**src/rtl/fpu_test_pkg.sv**
```systemverilog
// Shared types for the FPU sample-vector checker.
// Word type, checker states, in-flight sample tag, ULP compare helper.
package fpu_test_pkg;

    typedef logic [31:0] fword_t;

    typedef enum logic [1:0] {
        CHK_IDLE,
        CHK_RUN,
        CHK_DRAIN,
        CHK_DONE
    } chk_state_t;

    typedef struct packed {
        logic   valid;
        fword_t op;
        fword_t exp;
    } sample_tag_t;

    // Exact match, or same sign with magnitudes within tol raw steps.
    // Magnitudes are 31 bits, so the 32-bit difference never wraps.
    function automatic logic ulp_close(
        input fword_t      got,
        input fword_t      exp_w,
        input logic [31:0] tol
    );
        logic [31:0] mg;
        logic [31:0] me;
        logic [31:0] diff;
        mg   = {1'b0, got[30:0]};
        me   = {1'b0, exp_w[30:0]};
        diff = (mg >= me) ? (mg - me) : (me - mg);
        return (got == exp_w) ||
               ((got[31] == exp_w[31]) && (diff <= tol));
    endfunction

endpackage

```
**src/rtl/sample_delay_line.sv**
```systemverilog
// Fixed-depth shift register of sample tags, async cleared.
// Ports: clk, rstn, tag_i (enters stage 0), tag_o (last stage), empty_o.
module sample_delay_line
    import fpu_test_pkg::*;
#(
    parameter int unsigned DEPTH = 1
) (
    input  logic        clk,
    input  logic        rstn,
    input  sample_tag_t tag_i,
    output sample_tag_t tag_o,
    output logic        empty_o
);

    sample_tag_t stage_q [DEPTH];

    always_ff @(posedge clk or negedge rstn) begin
        if (!rstn) begin
            for (int i = 0; i < int'(DEPTH); i++) begin
                stage_q[i] <= '0;
            end
        end else begin
            stage_q[0] <= tag_i;
            for (int i = 1; i < int'(DEPTH); i++) begin
                stage_q[i] <= stage_q[i-1];
            end
        end
    end

    always_comb begin
        empty_o = 1'b1;
        for (int i = 0; i < int'(DEPTH); i++) begin
            if (stage_q[i].valid) begin
                empty_o = 1'b0;
            end
        end
    end

    assign tag_o = stage_q[DEPTH-1];

endmodule

```
**config.mk**
```make
export PLATFORM = sky130hd
export DESIGN_NAME = sample_delay_line
export DESIGN_NICKNAME = d
export VERILOG_FILES = /design/src/rtl/fpu_test_pkg.sv /design/src/rtl/sample_delay_line.sv
export SDC_FILE = /design/constraint.sdc
export NUM_CORES = 1
export LEC_CHECK = 0
export CORE_MARGIN = 3
export CORE_UTILIZATION = 34
export DETAILED_ROUTE_END_ITERATION = 16
export PLACE_DENSITY = 0.92
export RECOVER_POWER = 100
export SLEW_MARGIN = 20
export SYNTH_ARGS = -nofsm -noshare
export SYNTH_HDL_FRONTEND = slang
export SYNTH_SLANG_ARGS = --single-unit
```
**constraint.sdc**
```tcl
create_clock -name clk -period 1.15 [get_ports clk]
set_input_delay 0.115 -clock clk [delete_from_list [all_inputs] [get_ports clk]]
set_output_delay 0.115 -clock clk [all_outputs]
set_load 0.01 [all_outputs]
```
Yosys cells after proc, flatten, opt, wreduce, memory -nomap -nowiden
Cells that the tools add are included.
Widths: inputs -> output; s select.

operators by class
  reduce and logical (&&, ||, !) cells = 0
  order comparisons = 0
  $add $sub $neg = 0
  bitwise gates (word level) = 0
  shifts and indexed selects = 0
  multiplexer cells = 1
  equal/unequal tests = 0
  div/mod/pow operators = 0
  $mul = 0

operators with widths
  operator  count
  $mux 1    1

storage, ports and cells
  bits in writable memories = 0
  memory bits (read-only) = 0
  logic and storage cells = 4
  latch bits = 0
  output and inout bits = 66
  memories kept = 0
  bits in registers = 65
  bits of input ports = 67

Depth between registers and ports, before layout
Gate-level depths: netlist of the first run.

  depth in word-level cells = 1
  depth in mapped cells = 1
  depth with buffers taken out = 1

Least setup slack after synthesis of the first run
OpenSTA, ideal clock, no wires.

  kind = register -> output
  from = reg stage_q (netlist bit tag_o[64])
  to = out empty_o
  arrival time = 490 ps
  path buffers = 0
  path slack = 545 ps
  stages on the path, launching flop included = 2
  required time = 1035 ps
  cell sequence = dfrtp_1 inv_1

on the way
  cells in the longest elaborated chain, start to end = 1

RTL lines
  item                             line                     text
  start, declared                  sample_delay_line.sv:15  sample_tag_t stage_q [DEPTH];
  start signal, assigned by index  sample_delay_line.sv:25  stage_q[i] <= stage_q[i-1];
  $mux 1                           sample_delay_line.sv:33  if (stage_q[i].valid) begin
  end, declared                    sample_delay_line.sv:12  output logic empty_o

No other way between the ends.

Worst setup path in the final report of the first run
  from = reg stage_q (netlist bit tag_o[31])
  to = out tag_o[31] (netlist bit)

RTL lines
  item           line                     text
  end, declared  sample_delay_line.sv:11  output sample_tag_t tag_o,

No word-level cell between the ends.

==> impl_metrics.ini, run 1 <==
[placement]
gp_congestion = 0.6644
port_buffers = 132
post-place-cells = 251
hpwl_um = 3081

[clock_network]
clockRootBuffer = clkbuf_8
cts_max_level = 3
clk_pin_slew_ns = 0.06
cts_sinks = 65
cts_buffers = 9
cts_tree = built
cts.path.max_buffers = 2

[detailed_routing]
dr.pass1.iters = 2
via_count = 1086
drc = 0
drtIter0Drc = 27
avgRoutedWirePerCell_um = 14.92
drtAntennaViolNets = 0
drt_wl_total_um = 3999
viasPerCell = 4.052

[floorplanning]
io_pins = 133
start_util_pct = 36.19
die_h_um = 75.25
die_area_um2 = 5662
dieWidth_um = 75.25
core_um2 = 4504
rows = 24

[finish]
instances_no_fill = 268
areaGrowthSynthToFinish_pct = 91.40
multi_input_gates = 0
drive_above_1_share_pct = 6.075
largest_reg_flops = 65
multi_input_area_um2 = 0
final_nets = 278

[critical_path]
worstSetupEndpoint = tag_o[31]
end_kind = output port
crit_slowest_cell = dfrtp_1
crit_buf_inv = 1
cp-startpoint = tag_o[31]
crit_type = flip-flop to output port
arrival_ns = 0.98
max_stage_delay_ns = 0.37
cp.depth = 1
critPathRequiredTime_ns = 1.03
critPathMaxFanout = 1
worstSetupStartpointType = flip-flop
path_delay_family = flip-flops
crit_chain = dlygate4sd2_1

[min_path]
hold_class = primary input to flip-flop

[run]
drv_cap = 0

[pwr]
irDropWorstVdd_mv = 0.8717
p_per_area_nw_per_um2 = 1434
p_total_w = 0.004475
p_leak_nw = 1.477

[synth]
synthCells = 66
netlist_area_um2 = 1630
synth_top_area_share_pct = 99.77
synth.avg_cell_area_um2 = 24.70
yosysSeqAreaShare_pct = 99.77
synth_seq_cells = 65
ys_types = 2
synthTopCellsByArea = dfrtp_1 100%, inv_1 0.23%
yosysWarnings = 0
yosysTopAreaCell = dfrtp_1
synth_fp_nets = 133

[sta]
slew_viol_final = 0
worst_pin_slew_ns = 0.5522
timing.final.crit_share_pct = 95.26
setup_violations = 0
slew_headroom_pct = 63.19
fmax_mhz = 912.9
setup_tns_ns = 0
fin_crit_ns = 1.095
rsz0062_at_grt = false
hold_viol = 0
timing.hold.ws_ns = 0.3472

[grt]
grt_pass1_wl_um = 5823
antenna_found_initial = 3
overflow = 0
grt_usage_pct = 14.96
grt_pass1_vias = 1246
grt_start_max_net_pins = 66

[outcome]
status = completed
-- cells in the final DEF, fill, tap and decap left out --
cell,Yosys,layout
buf_2,0,1
buf_6,0,1
clkbuf_1,0,3
clkbuf_8,0,11
clkdlybuf4s15_1,0,2
dfrtp_1,65,65
diode_2,0,2
dlygate4sd2_1,0,64
dlygate4sd3_1,0,66
inv_1,1,1
-- cells by family after synthesis --
family	after synthesis	synth area share [%]
flops	65	99.77
buf+inv	1	0.2300
-- stage by stage --
| step | utilization (%) | worst slack (ns) | cell area (um^2) |
|---|---|---|---|
| 2_1_floorplan | - | 0.5447 | 1630 |
| 3_3_place_gp | 67.31 | 0.1170 | 3032 |
| 3_5_place_dp | 67.31 | 0.1143 | 3032 |
| 4_1_cts | 69.31 | 0.02440 | 3122 |
| 5_1_grt | 69.28 | 0.01256 | 3120 |
| 6_report | 69.28 | 0.05453 | 3120 |
-- routing by layer --
metal | vias to the layer above | wire length [um] | global-route usage, %
met5 | - | 12 | 0
met4 | 2 | 34 | 8.155
met3 | 7 | 482 | 8.812
met2 | 75 | 2137 | 24.85
met1 | 509 | 1331 | 14.51
li1 | 493 | - | -
-- power breakdown --
| part | internal, W | switching (W) | total (W) | leakage, nW |
|---|---|---|---|---|
| logic | 0.000265 | 0.000182 | 0.000447 | 0.637 |
| clock network | 0.000880 | 0.000721 | 0.00160 | 0.0826 |
| registers | 0.00240 | 0.0000263 | 0.00243 | 0.757 |
| total | 0.00355 | 0.000929 | 0.00448 | 1.48 |
-- layout make-up --
type                  instances  area [um^2]
fill                        326         1384
tap                          52        65.06
sequential                   65         1627
antenna                       2        5.005
clock buffer                 14        162.7
inverter                      1        3.754
timing repair buffer        134         1257
-- repair_timing --
action	4_1_cts	5_1_grt
endpoints found under the setup margin	66	2
endpoints found under the hold margin	65	0
gates resized for setup	66	2
hold buffers	1	0
gates cloned	0	0
buffers inserted	0	0
-- synthesized netlist by cell type --
cell type   n
dfrtp_1    65
inv_1       1
-- worst min path at each step --
stage / start / to / slack [ns] / cells past startpoint
after global routing: tag_i[29] / tag_o[29] / 0.32 / 1
after global placement: rstn / tag_o[16] / 0.15 / 2
after floorplan: rstn / tag_o[0] / -0.18 / 0
after CTS: tag_i[63] / tag_o[63] / 0.21 / 1
final: tag_i[7] / tag_o[7] / 0.35 / 1
after detailed placement: rstn / tag_o[2] / 0.16 / 2
(Power assumes the default switching activity.)
==> inputs of run 2 (changes only) <==
--- a/config.mk
+++ b/config.mk
@@ -5,6 +5,8 @@
 export SDC_FILE = /design/constraint.sdc
 export NUM_CORES = 1
 export LEC_CHECK = 0
+export CAP_MARGIN = 30
+export CORE_ASPECT_RATIO = 0.7
 export CORE_MARGIN = 3
 export CORE_UTILIZATION = 34
 export DETAILED_ROUTE_END_ITERATION = 16
==> impl_metrics.ini, run 2 (same netlist as run 1, synthesis figures left out) <==
[sta]
setup_slack_ns = 0.05120
slew_headroom_pct = 63.18
rsz0062_at_grt = false
setup_tns_ns = 0
timing.hold.ws_ns = 0.3436
slew_viol_final = 0
fmax_mhz = 910.1
fin_crit_ns = 1.099
worst_pin_slew_ns = 0.5523
hold_viol = 0
timing.final.crit_share_pct = 95.55
setup_violations = 0

[grt]
grt_pass1_vias = 1276
grt_start_max_net_pins = 66
grt_pass1_wl_um = 6444
grt_usage_pct = 16.01
antenna_found_initial = 0
overflow = 0

[clock_network]
cts_tree = built
clk_pin_slew_ns = 0.06
cts_sinks = 65
cts_buffers = 9
cts_max_level = 3
cts.path.max_buffers = 2
clockRootBuffer = clkbuf_8
post_cts_buffers = 0

[detailed_routing]
drt_wl_total_um = 4186
viasPerCell = 4.092
via_count = 1109
drtAntennaViolNets = 0
avgRoutedWirePerCell_um = 15.45
drtIter0Drc = 21
dr.pass1.iters = 2
drc = 0

[run]
drv_cap = 0

[floorplanning]
io_pins = 133
dieWidth_um = 88.77
rows = 20
start_util_pct = 36.40
core_um2 = 4479
die_area_um2 = 5675
die_h_um = 63.94

[critical_path]
max_stage_delay_ns = 0.38
crit_buf_inv = 1
crit_type = flip-flop to output port
crit_chain = dlygate4sd2_1
critPathRequiredTime_ns = 1.03
crit_slowest_cell = dfrtp_1
arrival_ns = 0.98
path_delay_family = flip-flops
cp-startpoint = tag_o[15]
worstSetupStartpointType = flip-flop
critPathMaxFanout = 1
end_kind = output port

[pwr]
p_leak_nw = 1.491
irDropWorstVdd_mv = 1.111
p_per_area_nw_per_um2 = 1478

[finish]
areaGrowthSynthToFinish_pct = 92.63
mostFrequentLayoutCell = dlygate4sd3_1
final_util_pct = 70.11
multi_input_area_um2 = 0
multi_input_gates = 0
diodes = 0
layout_common_cells = 66 x dlygate4sd3_1, 65 x dlygate4sd2_1, 65 x dfrtp_1
drive_above_1_share_pct = 7.407
final_nets = 278
largest_reg_flops = 65
final_cell_area_um2 = 3141

[placement]
gp_congestion = 0.6645
port_buffers = 132
place_area_um2 = 3035
pre_cts_ws_ns = 0.08547

[min_path]
min_from = tag_i[21]
hold_class = primary input to flip-flop

[outcome]
status = completed
==> run 2: power breakdown <==
part / leakage, nW / internal, W / switching (W)
Combinational: 0.631 / 0.000263 / 0.000186
Sequential: 0.757 / 0.00240 / 0.0000264
Clock: 0.102 / 0.00101 / 0.000752
==> run 2: layout make-up <==
class | count | area, um^2
flip-flops and latches | 65 | 1627
fillers | 310 | 1339
repair buffers | 134 | 1249
clock buffers | 14 | 182.7
well taps | 55 | 68.82
clock inverters | 2 | 10.01
inverters | 1 | 3.754
==> run 2: per-layer routing <==
| metal | wire length, um | up-vias | GRT usage (%) |
|---|---|---|---|
| li1 | - | 490 | - |
| met1 | 1402 | 514 | 16.51 |
| met2 | 1872 | 99 | 24.26 |
| met3 | 850 | 6 | 12.50 |
| met4 | 61 | 0 | 6.226 |
| met5 | 0 | - | 0 |
==> run 2: path summary, 6_finish.rpt <==
path | endpoint | slack [ns] | cells after the start
worst max-delay path | tag_o[15] | 0.05 | 1
worst min-delay path | tag_o[21] | 0.34 | 1
max in group asynchronous | tag_o[6] | 0.33 | 3
min in group asynchronous | tag_o[5] | 0.43 | 3
==> run 2: what timing repair did <==
item / in CTS / in global routing
hold endpoints to repair: 65 / 0
setup endpoints to repair: 66 / 1
hold buffers: 1 / 0
resized for setup: 67 / 1
==> run 2: metrics by stage <==
stage                     total power, W  instances
after CTS                       0.004768        271
after detailed placement        0.003065        254
after global routing            0.004873        271
final                           0.004640        271
after floorplan                 0.002543         66
after global placement          0.003044        254
==> inputs of run 3 (changes only) <==
==> constraint.sdc (replaced) <==
create_clock -name clk -period 1.4 [get_ports clk]
set_input_delay 0.14 -clock clk [delete_from_list [all_inputs] [get_ports clk]]
set_output_delay 0.14 -clock clk [all_outputs]
set_load 0.01 [all_outputs]
==> impl_metrics.ini, run 3 (same netlist as run 1, synthesis figures left out) <==
[outcome]
status = completed

[pwr]
combPwrFrac_pct = 11.0
switching_share_pct = 20.32
p_switching_w = 0.0007951
p_per_area_nw_per_um2 = 1222
p_seq_share_pct = 51.1
internal_power_w = 0.003118
p_leak_nw = 1.395
irDropWorstVdd_mv = 0.7678
clkPwrFrac_pct = 38.0

[critical_path]
crit_slowest_cell = clkdlybuf4s50_1
max_stage_delay_ns = 0.55
critPathMaxFanout = 1
arrival_ns = 1.20
crit_buf_inv = 1
end_kind = output port
path_delay_family = buffers and inverters
crit_type = flip-flop to output port
critPathRequiredTime_ns = 1.26
worstSetupStartpointType = flip-flop
crit_chain = clkdlybuf4s50_1

[finish]
diodes = 0
regArea_um2 = 1627
final_nets = 278
layout_common_cells = 66 x dlygate4sd3_1, 65 x dfrtp_1, 60 x clkdlybuf4s50_1
drive_above_1_share_pct = 6.944
largest_reg_flops = 65
instances_no_fill = 271
multi_input_gates = 0
fillers = 279
mostFrequentLayoutCell = dlygate4sd3_1
multi_input_area_um2 = 0
areaGrowthSynthToFinish_pct = 96.39

[clock_network]
cts.path.max_buffers = 2
cts_max_level = 3
cts_tree = built
clk_pin_slew_ns = 0.07
cts_sinks = 65
cts_buffers = 9
clockRootBuffer = clkbuf_8
post_cts_buffers = 0

[floorplanning]
rows = 20
start_util_pct = 36.40
die_area_um2 = 5675
dieWidth_um = 88.77
io_pins = 133
die_h_um = 63.94
core_um2 = 4479

[detailed_routing]
viasPerCell = 4.185
avgRoutedWirePerCell_um = 15.27
drtIter0Drc = 10
drc = 0
drtAntennaViolNets = 0
dr.pass1.iters = 3
via_count = 1134
drt_wl_total_um = 4139

[grt]
grt_pass1_wl_um = 6506
grt_start_max_net_pins = 66
grt_pass1_vias = 1266
overflow = 0
grt_usage_pct = 16.11
antenna_found_initial = 0

[sta]
rsz0062_at_grt = false
hold_viol = 0
setup_violations = 0
timing.final.crit_share_pct = 95.83
slew_viol_final = 0
fin_crit_ns = 1.342
setup_tns_ns = 0
worst_pin_slew_ns = 0.8189
slew_headroom_pct = 45.41
fmax_mhz = 745.4

[min_path]
hold_class = primary input to flip-flop

[placement]
port_buffers = 132
gp_congestion = 0.6646
post-place-cells = 254

[run]
drv_cap = 0
[run 3: power groups by stage]
stage	sequential [W]	combinational, W	clock [W]
6_report	0.00200	0.000430	0.00149
2_1_floorplan	0.00209	0.00000135	0
3_5_place_dp	0.00203	0.000484	0
5_1_grt	0.00201	0.000464	0.00164
4_1_cts	0.00200	0.000488	0.00154
3_3_place_gp	0.00203	0.000473	0
[run 3: layout make-up]
cell class            instances  area share (%)
Sequential cell              65           50.80
Inverter                      1          0.1172
Timing Repair Buffer        134           41.03
Tap cell                     55           2.149
Clock inverter                3           1.250
Clock buffer                 13           4.650
[run 3: what timing repair did]
action | CTS | global route
hold endpoints to repair | 65 | 0
resized for setup | 1 | 5
hold buffers | 1 | 0
endpoints found under the setup margin | 1 | 5
[run 3: worst paths after layout]
check                      startpoint  slack (ns)  depth (start not counted)         to
max                         tag_o[20]        0.06                          1  tag_o[20]
min                         tag_i[64]        0.37                          1  tag_o[64]
max in group asynchronous        rstn        0.30                          3   tag_o[9]
min in group asynchronous        rstn        0.57                          3   tag_o[5]
[run 3: metrics by stage]
stage	total power [W]	cell area, um^2	hold WS, ns	utilization (%)	worst slack (ns)
after floorplan	0.002089	1630	-0.1556	-	0.7697
after global placement	0.002501	3035	0.1659	67.77	0.3387
after detailed placement	0.002518	3035	0.1769	67.77	0.3130
after CTS	0.004027	3233	0.2337	72.18	0.02548
after global routing	0.004110	3202	0.3431	71.48	0.003075
final	0.003913	3202	0.3694	71.48	0.05839
[run 3: routing by layer]
metal | GRT usage, % | vias to the layer above | routed length [um] | share of wire, %
li1 | - | 491 | - | -
met1 | 16.75 | 539 | 1379 | 33
met2 | 23.89 | 97 | 1892 | 46
met3 | 13.53 | 7 | 825 | 20
met4 | 5.660 | 0 | 42 | 1.0
met5 | 0 | - | 0 | 0
